==> config.mk <==
export PLATFORM = sky130hd
export DESIGN_NAME = aes_stream_adapter
export DESIGN_NICKNAME = d
export VERILOG_FILES = /design/src/rtl/aes_stream_adapter.sv
export SDC_FILE = /design/constraint.sdc
export NUM_CORES = 1
export LEC_CHECK = 0
export BUFFER_PORTS_ARGS = -buffer_cell sky130_fd_sc_hd__buf_2
export CAP_MARGIN = 20
export CORE_ASPECT_RATIO = 1.2
export CORE_UTILIZATION = 52
export DETAILED_ROUTE_END_ITERATION = 6
export PLACE_DENSITY = 0.8
export SLEW_MARGIN = 20
export SYNTH_ARGS = -nofsm -noshare
export SYNTH_HDL_FRONTEND = slang
export SYNTH_SLANG_ARGS = --single-unit
==> constraint.sdc <==
create_clock -name clk -period 2.33 [get_ports clk]
set_input_delay 0.233 -clock clk [delete_from_list [all_inputs] [get_ports clk]]
set_output_delay 0.233 -clock clk [all_outputs]
set_load 0.05 [all_outputs]
==> src/rtl/aes_stream_adapter.sv <==
// 32-bit valid/ready word-stream front/back end for the 128-bit AES encrypt core.
// Optional key reuse (skip the key phase) with `define AES_STREAM_ADAPTER_KEY_REUSE_EN.
module aes_stream_adapter #(
  parameter int unsigned TIMEOUT = 32
) (
  input  logic         clk,
  input  logic         nrst,
  input  logic [31:0]  in_data,
  input  logic         in_valid,
  output logic         in_ready,
  input  logic         in_is_key,
  output logic         core_start,
  output logic [127:0] core_plain_text,
  output logic [127:0] core_key,
  input  logic [127:0] core_cipher_text,
  input  logic         core_finish,
  output logic [31:0]  out_data,
  output logic         out_valid,
  input  logic         out_ready,
  output logic         out_last,
  output logic         busy,
  output logic         err
);

  localparam int unsigned WORD_W = 32;
  localparam int unsigned BLK_W  = 128;
  localparam int unsigned TMO_W  = 8;

  localparam logic [1:0] S_LOAD  = 2'd0;
  localparam logic [1:0] S_START = 2'd1;
  localparam logic [1:0] S_WAIT  = 2'd2;
  localparam logic [1:0] S_OUT   = 2'd3;

  logic [1:0]              state;
  logic [1:0]              state_nxt;
  logic [2:0]              word_cnt;
  logic [TMO_W-1:0]        wait_cnt;
  logic [BLK_W-WORD_W-1:0] out_buf;
  logic [1:0]              out_idx;
  logic                    in_acc;
  logic                    out_acc;
  logic                    key_skip;
  logic                    ct_cap;
  logic                    wait_tmo;

  assign in_acc  = in_valid & in_ready;
  assign out_acc = out_valid & out_ready;

`ifdef AES_STREAM_ADAPTER_KEY_REUSE_EN
  logic key_valid;

  // A stored key becomes reusable once all four key words have been loaded
  always_ff @(posedge clk or negedge nrst) begin
    if (!nrst) begin
      key_valid <= 1'b0;
    end else if (state == S_LOAD && in_acc && !key_skip && word_cnt == 3'd3) begin
      key_valid <= 1'b1;
    end
  end

  assign key_skip = (word_cnt == 3'd0) & key_valid & ~in_is_key;
`else
  logic unused_in_is_key;
  assign unused_in_is_key = in_is_key;
  assign key_skip         = 1'b0;
`endif

  // State register
  always_ff @(posedge clk or negedge nrst) begin
    if (!nrst) begin
      state <= S_LOAD;
    end else begin
      state <= state_nxt;
    end
  end

  // Next state; timeout fires on the edge where the wait counter reaches TIMEOUT-1,
  // so err is visible TIMEOUT cycles after the start pulse.
  always_comb begin
    state_nxt = state;
    ct_cap    = 1'b0;
    wait_tmo  = 1'b0;
    case (state)
      S_LOAD:  if (in_acc && word_cnt == 3'd7) state_nxt = S_START;
      S_START: state_nxt = S_WAIT;
      S_WAIT: begin
        if (core_finish) begin
          state_nxt = S_OUT;
          ct_cap    = 1'b1;
        end else if (wait_cnt == TMO_W'(TIMEOUT - 2)) begin
          state_nxt = S_LOAD;
          wait_tmo  = 1'b1;
        end
      end
      S_OUT:   if (out_acc && out_idx == 2'd3) state_nxt = S_LOAD;
      default: state_nxt = S_LOAD;
    endcase
  end

  // Registered handshake/status outputs follow the next state
  always_ff @(posedge clk or negedge nrst) begin
    if (!nrst) begin
      in_ready   <= 1'b1;
      busy       <= 1'b0;
      core_start <= 1'b0;
      out_valid  <= 1'b0;
      err        <= 1'b0;
      wait_cnt   <= '0;
    end else begin
      in_ready   <= (state_nxt == S_LOAD);
      busy       <= (state_nxt != S_LOAD);
      core_start <= (state_nxt == S_START);
      out_valid  <= (state_nxt == S_OUT);
      wait_cnt   <= (state == S_WAIT) ? wait_cnt + TMO_W'(1) : '0;
      if (wait_tmo) err <= 1'b1;
    end
  end

  // Operand assembly: key and plaintext shift in MSW first, held until the next load
  always_ff @(posedge clk or negedge nrst) begin
    if (!nrst) begin
      word_cnt        <= '0;
      core_key        <= '0;
      core_plain_text <= '0;
    end else if (state == S_LOAD && in_acc) begin
      if (key_skip || word_cnt[2]) begin
        core_plain_text <= {core_plain_text[BLK_W-WORD_W-1:0], in_data};
      end else begin
        core_key <= {core_key[BLK_W-WORD_W-1:0], in_data};
      end
      word_cnt <= key_skip ? 3'd5 : word_cnt + 3'd1;
    end
  end

  // Ciphertext buffer: out_data holds the current word, out_buf the remaining ones
  always_ff @(posedge clk or negedge nrst) begin
    if (!nrst) begin
      out_data <= '0;
      out_last <= 1'b0;
      out_buf  <= '0;
      out_idx  <= '0;
    end else if (ct_cap) begin
      out_data <= core_cipher_text[BLK_W-1 -: WORD_W];
      out_buf  <= core_cipher_text[BLK_W-WORD_W-1:0];
      out_idx  <= '0;
      out_last <= 1'b0;
    end else if (state == S_OUT && out_acc && out_idx != 2'd3) begin
      out_data <= out_buf[BLK_W-WORD_W-1 -: WORD_W];
      out_buf  <= {out_buf[BLK_W-2*WORD_W-1:0], WORD_W'(0)};
      out_idx  <= out_idx + 2'd1;
      out_last <= (out_idx == 2'd2);
    end
  end

endmodule

==> results of run 1 <==
## worst max-delay path, stage by stage (launching register included)
cell      delay [ns]
dfrtp_1         0.46
and4bb_1        0.24
buf_4           0.17
nand2_4         0.18
buf_12          0.35
mux2_2          0.40
## layer usage
metal | vias up | part of all wire (%)
li1 | 5197 | -
met1 | 5947 | 37
met2 | 695 | 50
met3 | 174 | 8.3
met4 | 2 | 5.1
met5 | - | 0.028
## metrics by stage
stage / power, W / instance area [um2] / worst slack (ns)
4_1_cts: 0.0361 / 21700 / 0.367
2_1_floorplan: 0.0245 / 16500 / 0.374
3_5_place_dp: 0.0291 / 19300 / 0.385
3_3_place_gp: 0.0286 / 19300 / 0.440
6_report: 0.0363 / 21700 / 0.338
5_1_grt: 0.0377 / 21700 / 0.238
## state kept, by name, indices dropped and copies added, names as in the netlist, 2 cells and up
| register | flops |
|---|---|
| state | 2 |
| core_key | 128 |
| wait_cnt | 8 |
| word_cnt | 3 |
| out_idx | 2 |
| out_data | 32 |
| out_buf | 96 |
| core_plain_text | 128 |
## cells by family after synthesis
kind of cell               synth area share, %
adders and majority gates                0.456
AOI/OAI and AO/OA                         8.26
buffers and inverters                     3.50
muxes                                     19.9
and+or+nand+nor                           6.13
DFF                                       61.5
xor gates and xnor gates                 0.213
## Yosys cell counts (3+ instances only)
master,n,share of area [%]
a21oi_1,22,0.67
clkbuf_1,31,0.71
nand2_1,69,1.6
buf_2,17,0.52
ha_1,6,0.46
a221o_1,66,4.0
o221a_2,13,0.89
buf_6,17,1.2
buf_4,3,0.14
inv_1,3,0.068
mux2_4,100,9.1
o21ai_0,57,1.7
nand3_1,7,0.21
nand2b_1,15,0.57
and2_0,35,1.3
buf_8,10,0.91
or3_1,3,0.11
a31oi_1,18,0.68
dfrtp_1,404,61
mux2_2,156,11
xor2_1,3,0.16
and2_1,31,1.2
nor2_1,25,0.57
## layout make-up
class / instances / area [um2]
tap: 401 / 502
timing repair buffer: 604 / 3870
clock buffer: 60 / 1220
multi-input combinational: 646 / 5790
fill: 1983 / 9580
inverter: 3 / 11.3
sequential: 405 / 10100
clock inverter: 10 / 158
antenna: 1 / 2.50
## how the worst max path moves through the flow
| stage | from | to | slack (ns) | depth (start not counted) |
|---|---|---|---|---|
| global placement | state[1] | core_plain_text[85] | 0.44 | 5 |
| global route | state[1] | core_plain_text[119] | 0.24 | 5 |
| CTS | state[1] | core_plain_text[122] | 0.37 | 5 |
| finish | state[1] | core_plain_text[119] | 0.34 | 5 |
| detailed placement | state[1] | core_plain_text[119] | 0.39 | 5 |
| floorplan | in_ready | core_key[100] | 0.37 | 6 |
## power by group
| part | switching [W] | internal, W | leakage (nW) |
|---|---|---|---|
| combinational | 0.0119 | 0.00513 | 5.03 |
| clock | 0.00265 | 0.00405 | 0.681 |
| sequential | 0.00247 | 0.0101 | 5.06 |
## timing repair
action,in CTS,in global routing
setup endpoints to repair,0,0
hold buffers,104,0
hold endpoints to repair,195,0
==> flow_metrics.env, run 1 <==
export IMPL_status="complete, no violations"
export IMPL_finalCriticalPeriod_ns=1.99
export IMPL_worst_hold_slack_ns=0.0239
export IMPL_synth_area_per_cell_um2=14.6
export IMPL_grtUsageMet3_pct=6.06
export IMPL_dr_pass1_iters=6
export IMPL_boundaryPins=460
export IMPL_min_from="core_cipher_text[87]"
export IMPL_grt_pass1_wl_mm=69.6
export IMPL_setup_viol=0
export IMPL_antenna_found_initial=2
export IMPL_worstSetupPathType="reg -> reg"
export IMPL_ir_drop_mv=1.72
export IMPL_synthesis_area_mm2=0.0165
export IMPL_drt_iter0_markers=853
export IMPL_die_x_um=164
export IMPL_arrival_ns=2.39
export IMPL_synth_main_ff_cell="dfrtp_1"
export IMPL_p_leak_nw=10.8
export IMPL_cts_setup_buffers=0
export IMPL_worstSkewPairLatency_ns=0.53
export IMPL_syn_num_nets=1304
export IMPL_final_cells=2130
export IMPL_dp_cells=1955
export IMPL_worstMarginPinSlew_ns=0.675
export IMPL_viasPerCell=5.64
export IMPL_fmax_ghz=0.502
export IMPL_synthToLayoutAreaGrowth_pct=31.7
export IMPL_powerDensity_mw_per_mm2=1670
export IMPL_fin_skew_ns=0.0201
export IMPL_maxSlewViolCount=0
export IMPL_synth_seq_cells=405
export IMPL_r2r_end="core_plain_text[119]"
export IMPL_worstPathRequired_ns=2.73
export IMPL_cts_max_level=2
export IMPL_routed_wl_mm=45.6
export IMPL_grt_overflow_total=0
export IMPL_rsz0062_at_grt="no"
export IMPL_min_period_over_period_pct=85.5
export IMPL_drc_errors=0
export IMPL_critPathCaptureType="flip-flop"
export IMPL_cp_start_kind="flip-flop"
export IMPL_met1_usage_pct=32.8
export IMPL_async_flop_share_pct=100
export IMPL_drive_above_1_share_pct=48.6
export IMPL_rows=71
export IMPL_grt_usage_pct=27.8
export IMPL_antenna_left=0
export IMPL_utilization_pct=69.4
export IMPL_met2_usage_pct=47.1
export IMPL_synth_warnings=0
export IMPL_place_port_buffers=458
export IMPL_synth_edf_count=0
export IMPL_dpl_hpwl_mm=29.0
export IMPL_synthCells=1132
export IMPL_wire_per_inst_um=21.4
export IMPL_cts_root_buf="clkbuf_16"
export IMPL_path_max_fanout=74
export IMPL_hold_viol=0
export IMPL_ctsResizeCount=0
export IMPL_grt_busiest_layer="met2"
export IMPL_finalSetupTns_ns=0
export IMPL_synth_seq_area_share_pct=61.5
export IMPL_cts_buffers=40
export IMPL_vias=12000
export IMPL_grt_max_degree=99
export IMPL_start_util_pct=52.7
export IMPL_r2r_cells=5
export IMPL_layout_commonest_cell="buf_2"
export IMPL_fp_dieH_um=197
export IMPL_die_area_mm2=0.0324
export IMPL_regToRegSetupSlack_ns=0.34
export IMPL_cts_path_max_buffers=3
export IMPL_reg2reg_from="state[1]"
export IMPL_slew_limit_headroom_pct=54.9
export IMPL_grt_pass1_vias=12500
export IMPL_mostFrequentLayoutCells="buf_2 (457), dfrtp_1 (404), mux2_2 (156), dlygate4sd3_1 (104), mux2_4 (100)"
export IMPL_min_delay_path_class="in -> reg"
export IMPL_cts_sinks=405
export IMPL_hold_depth=3
export IMPL_synth_distinct_cells=42
export IMPL_fin_nets=1872
export IMPL_core_mm2=0.0313
export IMPL_min_to="out_buf[87]"
export IMPL_tritoncts="done"
export IMPL_path_clk_slew_ns=0.06
export IMPL_gp_congestion=0.840
export IMPL_maxCapViolCount=0
Power figures use the tool's default switching activity.
==> inputs of run 2 (changes only) <==
Settings changed: CAP_MARGIN 20 to not set, HOLD_SLACK_MARGIN set to 0.03.
==> flow_metrics.env, run 2 (synthesis gave the netlist of run 1 again) <==
export IMPL_status="complete, no violations"
export IMPL_cts_buffers=40
export IMPL_fin_nets=1905
export IMPL_die_x_um=164
export IMPL_p_sw_w=0.0171
export IMPL_grt_max_degree=99
export IMPL_wire_per_inst_um=21.9
export IMPL_mostFrequentLayoutCells="buf_2 (457), dfrtp_1 (404), mux2_2 (156), dlygate4sd3_1 (137), mux2_4 (100)"
export IMPL_die_area_mm2=0.0324
export IMPL_place_port_buffers=458
export IMPL_drive_above_1_share_pct=47.7
export IMPL_cts_path_max_buffers=3
export IMPL_grt_pass1_wl_mm=72.2
export IMPL_fin_skew_ns=0.0154
export IMPL_vias=12200
export IMPL_rows=71
export IMPL_grt_usage_pct=28.9
export IMPL_fill_cells=1919
export IMPL_viasPerCell=5.64
export IMPL_dpl_hpwl_mm=29.0
export IMPL_grt_overflow_total=0
export IMPL_multi_input_area_mm2=0.00579
export IMPL_antenna_left=0
export IMPL_rsz0062_at_grt="no"
export IMPL_start_util_pct=52.7
export IMPL_fmax_ghz=0.503
export IMPL_drt_iter0_markers=859
export IMPL_ir_drop_mv=1.72
export IMPL_regArea_mm2=0.0101
export IMPL_worstMarginPinSlew_ns=0.675
export IMPL_worstPathRequired_ns=2.73
export IMPL_drc_errors=0
export IMPL_min_delay_path_class="in -> reg"
export IMPL_worstSetupPathType="reg -> reg"
export IMPL_path_clk_slew_ns=0.06
export IMPL_finalSetupTns_ns=0
export IMPL_reg_top3="core_key x128, core_plain_text x128, out_buf x96"
export IMPL_critPathCaptureType="flip-flop"
export IMPL_setup_slack_ns=0.343
export IMPL_boundaryPins=460
export IMPL_netSwitchingFraction_pct=46.9
export IMPL_dpl_worst_slack_ns=0.385
export IMPL_utilization_pct=70.4
export IMPL_routed_wl_mm=47.3
export IMPL_powerDensity_mw_per_mm2=1660
export IMPL_p_leak_nw=10.9
export IMPL_gp_congestion=0.840
export IMPL_worstSkewPairLatency_ns=0.53
export IMPL_internal_power_w=0.0194
export IMPL_cts_setup_buffers=0
export IMPL_grt_pass1_vias=12900
export IMPL_min_period_over_period_pct=85.3
export IMPL_cts_sinks=405
export IMPL_maxCapViolCount=0
export IMPL_pwr_share_seq_pct=34.6
export IMPL_tritoncts="done"
export IMPL_maxSlewViolCount=0
export IMPL_p_comb_share_pct=46.9
export IMPL_cp_start_kind="flip-flop"
export IMPL_core_mm2=0.0313
export IMPL_cts_max_level=2
export IMPL_synthToLayoutAreaGrowth_pct=33.7
export IMPL_finalCriticalPeriod_ns=1.99
export IMPL_arrival_ns=2.39
export IMPL_cts_root_buf="clkbuf_16"
export IMPL_dr_pass1_iters=6
export IMPL_power_frac_clock_pct=18.5
export IMPL_antenna_found_initial=2
export IMPL_setup_viol=0
export IMPL_slew_limit_headroom_pct=54.9
export IMPL_path_max_fanout=74
export IMPL_layout_commonest_cell="buf_2"
export IMPL_hold_viol=0
export IMPL_fp_dieH_um=197
-- run 2: cell types whose count changed in the layout (fill, tap and decap cells not counted) --
| cell | change |
|---|---|
| dlygate4sd3_1 | +33 |
-- run 2: worst max-delay path: stages (launching register included) --
cell	delay, ns
dfrtp_1	0.46
and4bb_1	0.24
buf_4	0.17
nand2_4	0.18
buf_12	0.35
mux2_2	0.40
-- run 2: cell type report --
type | instances | share of cell area (%)
sequential | 405 | 46.0
clock inverter | 10 | 0.716
timing repair buffer | 637 | 19.1
multi-input combinational | 646 | 26.3
tap | 401 | 2.28
clock buffer | 60 | 5.53
inverter | 3 | 0.0511
antenna | 1 | 0.0114
-- run 2: timing repair --
action                                 CTS  global route
endpoints found under the hold margin  228             0
gates resized for setup                  0             0
hold buffers                           137             0
-- run 2: path summary, 6_finish.rpt --
path                                      start                   end  slack, ns  depth (start not counted)
setup / recovery                       state[1]  core_plain_text[119]       0.34                          5
max in group asynchronous                  nrst           wait_cnt[4]       1.21                          3
hold / removal             core_cipher_text[73]           out_buf[73]       0.05                          3
min in group asynchronous                  nrst           out_buf[20]       0.25                          2
setup reg to reg                       state[1]  core_plain_text[119]       0.34                          5
hold reg to reg                     word_cnt[0]           word_cnt[0]       0.47                          1
-- run 2: routing by layer --
layer / track usage [%] / up-vias / part of all wire, %
met5: 0 / - / 0.066
li1: - / 5261 / -
met3: 6.69 / 178 / 8.2
met4: 14.9 / 4 / 5.0
met2: 49.1 / 677 / 50
met1: 34.1 / 6087 / 37
-- run 2: metrics by stage --
step           power (W)  instance area, um2  hold slack [ns]  std cells
2_1_floorplan     0.0245               16500          -0.0626       1132
3_3_place_gp      0.0286               19300            0.242       1955
3_5_place_dp      0.0291               19300            0.241       1955
4_1_cts           0.0361               22000           0.0322       2162
5_1_grt           0.0378               22000           0.0353       2162
6_report          0.0364               22000           0.0531       2163
-- run 2: power groups by stage --
stage          clock network (W)  logic [W]  registers [W]
2_1_floorplan                  0    0.00471         0.0198
3_3_place_gp                   0     0.0163         0.0123
3_5_place_dp                   0     0.0166         0.0125
4_1_cts                  0.00679     0.0169         0.0125
5_1_grt                  0.00707     0.0178         0.0129
6_report                 0.00674     0.0171         0.0126
==> inputs of run 3 (changes only) <==
Settings changed: CORE_AREA set to 2 2 177 179, CORE_ASPECT_RATIO 1.2 to not set, CORE_UTILIZATION 52 to not set, DIE_AREA set to 0 0 179 181, PLACE_DENSITY 0.8 to 0.82.
Clock period 2.33 ns to 2.4 ns, I/O delays scaled along.
==> flow_metrics.env, run 3 (synthesis gave the netlist of run 1 again) <==
export IMPL_wl_met3_mm=4.36
export IMPL_cts_path_max_buffers=3
export IMPL_vias=12200
export IMPL_fmax_ghz=0.462
export IMPL_viasPerCell=5.70
export IMPL_ir_drop_mv=0.760
export IMPL_critPathCaptureType="flip-flop"
export IMPL_place_port_buffers=458
export IMPL_crit_chain="ha_1 > nand2b_1 > nor2_4 > buf_12 > o21ai_0"
export IMPL_slew_limit_headroom_pct=50.9
export IMPL_cts_max_level=2
export IMPL_drive_above_1_share_pct=47.9
export IMPL_dpl_worst_slack_ns=0.355
export IMPL_routed_wl_met2_mm=23.3
export IMPL_dpl_hpwl_mm=29.8
export IMPL_dr_pass1_iters=5
export IMPL_setup_slack_ns=0.234
export IMPL_gp_congestion=0.838
export IMPL_grt_usage_pct=29.5
export IMPL_layout_commonest_cell="buf_2"
export IMPL_rsz0062_at_grt="no"
export IMPL_top_layer_used="met4"
export IMPL_die_x_um=179
export IMPL_hold_viol=0
export IMPL_path_max_fanout=98
export IMPL_die_area_mm2=0.0324
export IMPL_fin_skew_ns=0.0175
export IMPL_worstSetupPathType="reg -> reg"
export IMPL_worstPathRequired_ns=2.74
export IMPL_reg_top3="core_key x128, core_plain_text x128, out_buf x96"
export IMPL_crit_buf_inv=1
export IMPL_core_mm2=0.0303
export IMPL_drt_iter0_markers=867
export IMPL_setup_viol=0
export IMPL_mostFrequentLayoutCells="buf_2 (457), dfrtp_1 (404), mux2_2 (156), dlygate4sd3_1 (123), mux2_4 (100)"
export IMPL_antenna_left=0
export IMPL_fin_nets=1888
export IMPL_finalSetupTns_ns=0
export IMPL_grt_max_degree=129
export IMPL_synthToLayoutAreaGrowth_pct=32.5
export IMPL_tritoncts="done"
export IMPL_worstSkewPairLatency_ns=0.52
export IMPL_routed_wl_mm=47.7
export IMPL_wl_met1_mm=17.3
export IMPL_cp_start_kind="flip-flop"
export IMPL_slowest_stage="nand2b_1"
export IMPL_path_clk_slew_ns=0.06
export IMPL_status="complete, no violations"
export IMPL_finalCriticalPeriod_ns=2.17
export IMPL_min_period_over_period_pct=90.2
export IMPL_path_delay_family="simple AND/OR/NAND/NOR gates"
export IMPL_min_delay_path_class="in -> reg"
export IMPL_start_util_pct=54.3
export IMPL_antenna_found_initial=1
export IMPL_grt_pass1_vias=12900
export IMPL_p_leak_nw=10.8
export IMPL_cts_buffers=42
export IMPL_fp_dieH_um=181
export IMPL_cts_sinks=405
export IMPL_worstMarginPinSlew_ns=0.736
export IMPL_grt_pass1_wl_mm=74.3
export IMPL_wire_per_inst_um=22.3
export IMPL_grt_overflow_total=0
export IMPL_maxSlewViolCount=0
export IMPL_arrival_ns=2.51
export IMPL_fill_cells=1803
export IMPL_drc_errors=0
export IMPL_cts_root_buf="clkbuf_16"
export IMPL_ctsResizeCount=0
export IMPL_powerDensity_mw_per_mm2=1630
export IMPL_slowest_delay_ns=0.46
export IMPL_rows=64
export IMPL_boundaryPins=460
export IMPL_maxCapViolCount=0
-- run 3: cell types whose count changed in the layout (fill, tap and decap cells not counted), sizes merged --
cell	change
dlygate4sd3	-14
buf	-5
clkinvlp	+2
bufinv	+1
clkbuf	-1
clkinv	-1
inv	-1
-- run 3: final timing paths --
path | startpoint | endpoint | slack (ns) | cells past startpoint
hold reg to reg | err | err | 0.47 | 1
hold / removal | core_cipher_text[84] | out_buf[84] | 0.05 | 3
min in group asynchronous | nrst | out_data[18] | 0.22 | 2
setup / recovery | out_idx[1] | out_buf[24] | 0.23 | 5
max in group asynchronous | nrst | core_key[11] | 1.33 | 3
setup reg to reg | out_idx[1] | out_buf[24] | 0.23 | 5
-- run 3: cell type report --
type	count	area, um2	area share [%]
flip-flops and latches	405	10100	46.4
multi-input cells	646	5790	26.5
repair buffers	618	3960	18.1
clock buffers	59	1240	5.67
well taps	396	495	2.27
clock inverters	11	189	0.866
inverters	3	11.3	0.0516
diodes	1	2.50	0.0115
-- run 3: routing by layer --
metal	global-route usage (%)	vias up
li1	-	5225
met1	35.3	6077
met2	49.1	723
met3	7.32	168
met4	15.5	0
met5	0	-
-- run 3: report_power, final --
group	switching [W]	total, W	internal [W]
logic	0.0116	0.0166	0.00495
clock network	0.00263	0.00675	0.00412
registers	0.00244	0.0123	0.00984
total	0.0167	0.0356	0.0189
-- run 3: through the flow --
stage               hold WS [ns]  power (W)  utilization, %  instance area, um2  instances
CTS                       0.0308     0.0353            71.9               21800       2138
finish                    0.0539     0.0356            71.9               21800       2139
global route              0.0406     0.0370            71.9               21800       2139
global placement           0.176     0.0277            63.2               19200       1945
floorplan                -0.0556     0.0238               -               16500       1132
detailed placement         0.179     0.0283            63.2               19200       1945
-- run 3: worst register-to-register path: cells and delay by family, from the launching register on --
family	cells	cell delay, ns
AND/OR/NAND/NOR	2	0.69
flip-flops	1	0.41
buffers and inverters	1	0.35
AO/OA/AOI/OAI	1	0.30
adder cells (fa/ha/maj)	1	0.24
-- run 3: repair_timing --
action | CTS | global route
hold buffers | 123 | 0
endpoints found under the hold margin | 248 | 0
setup buffers | 0 | 0
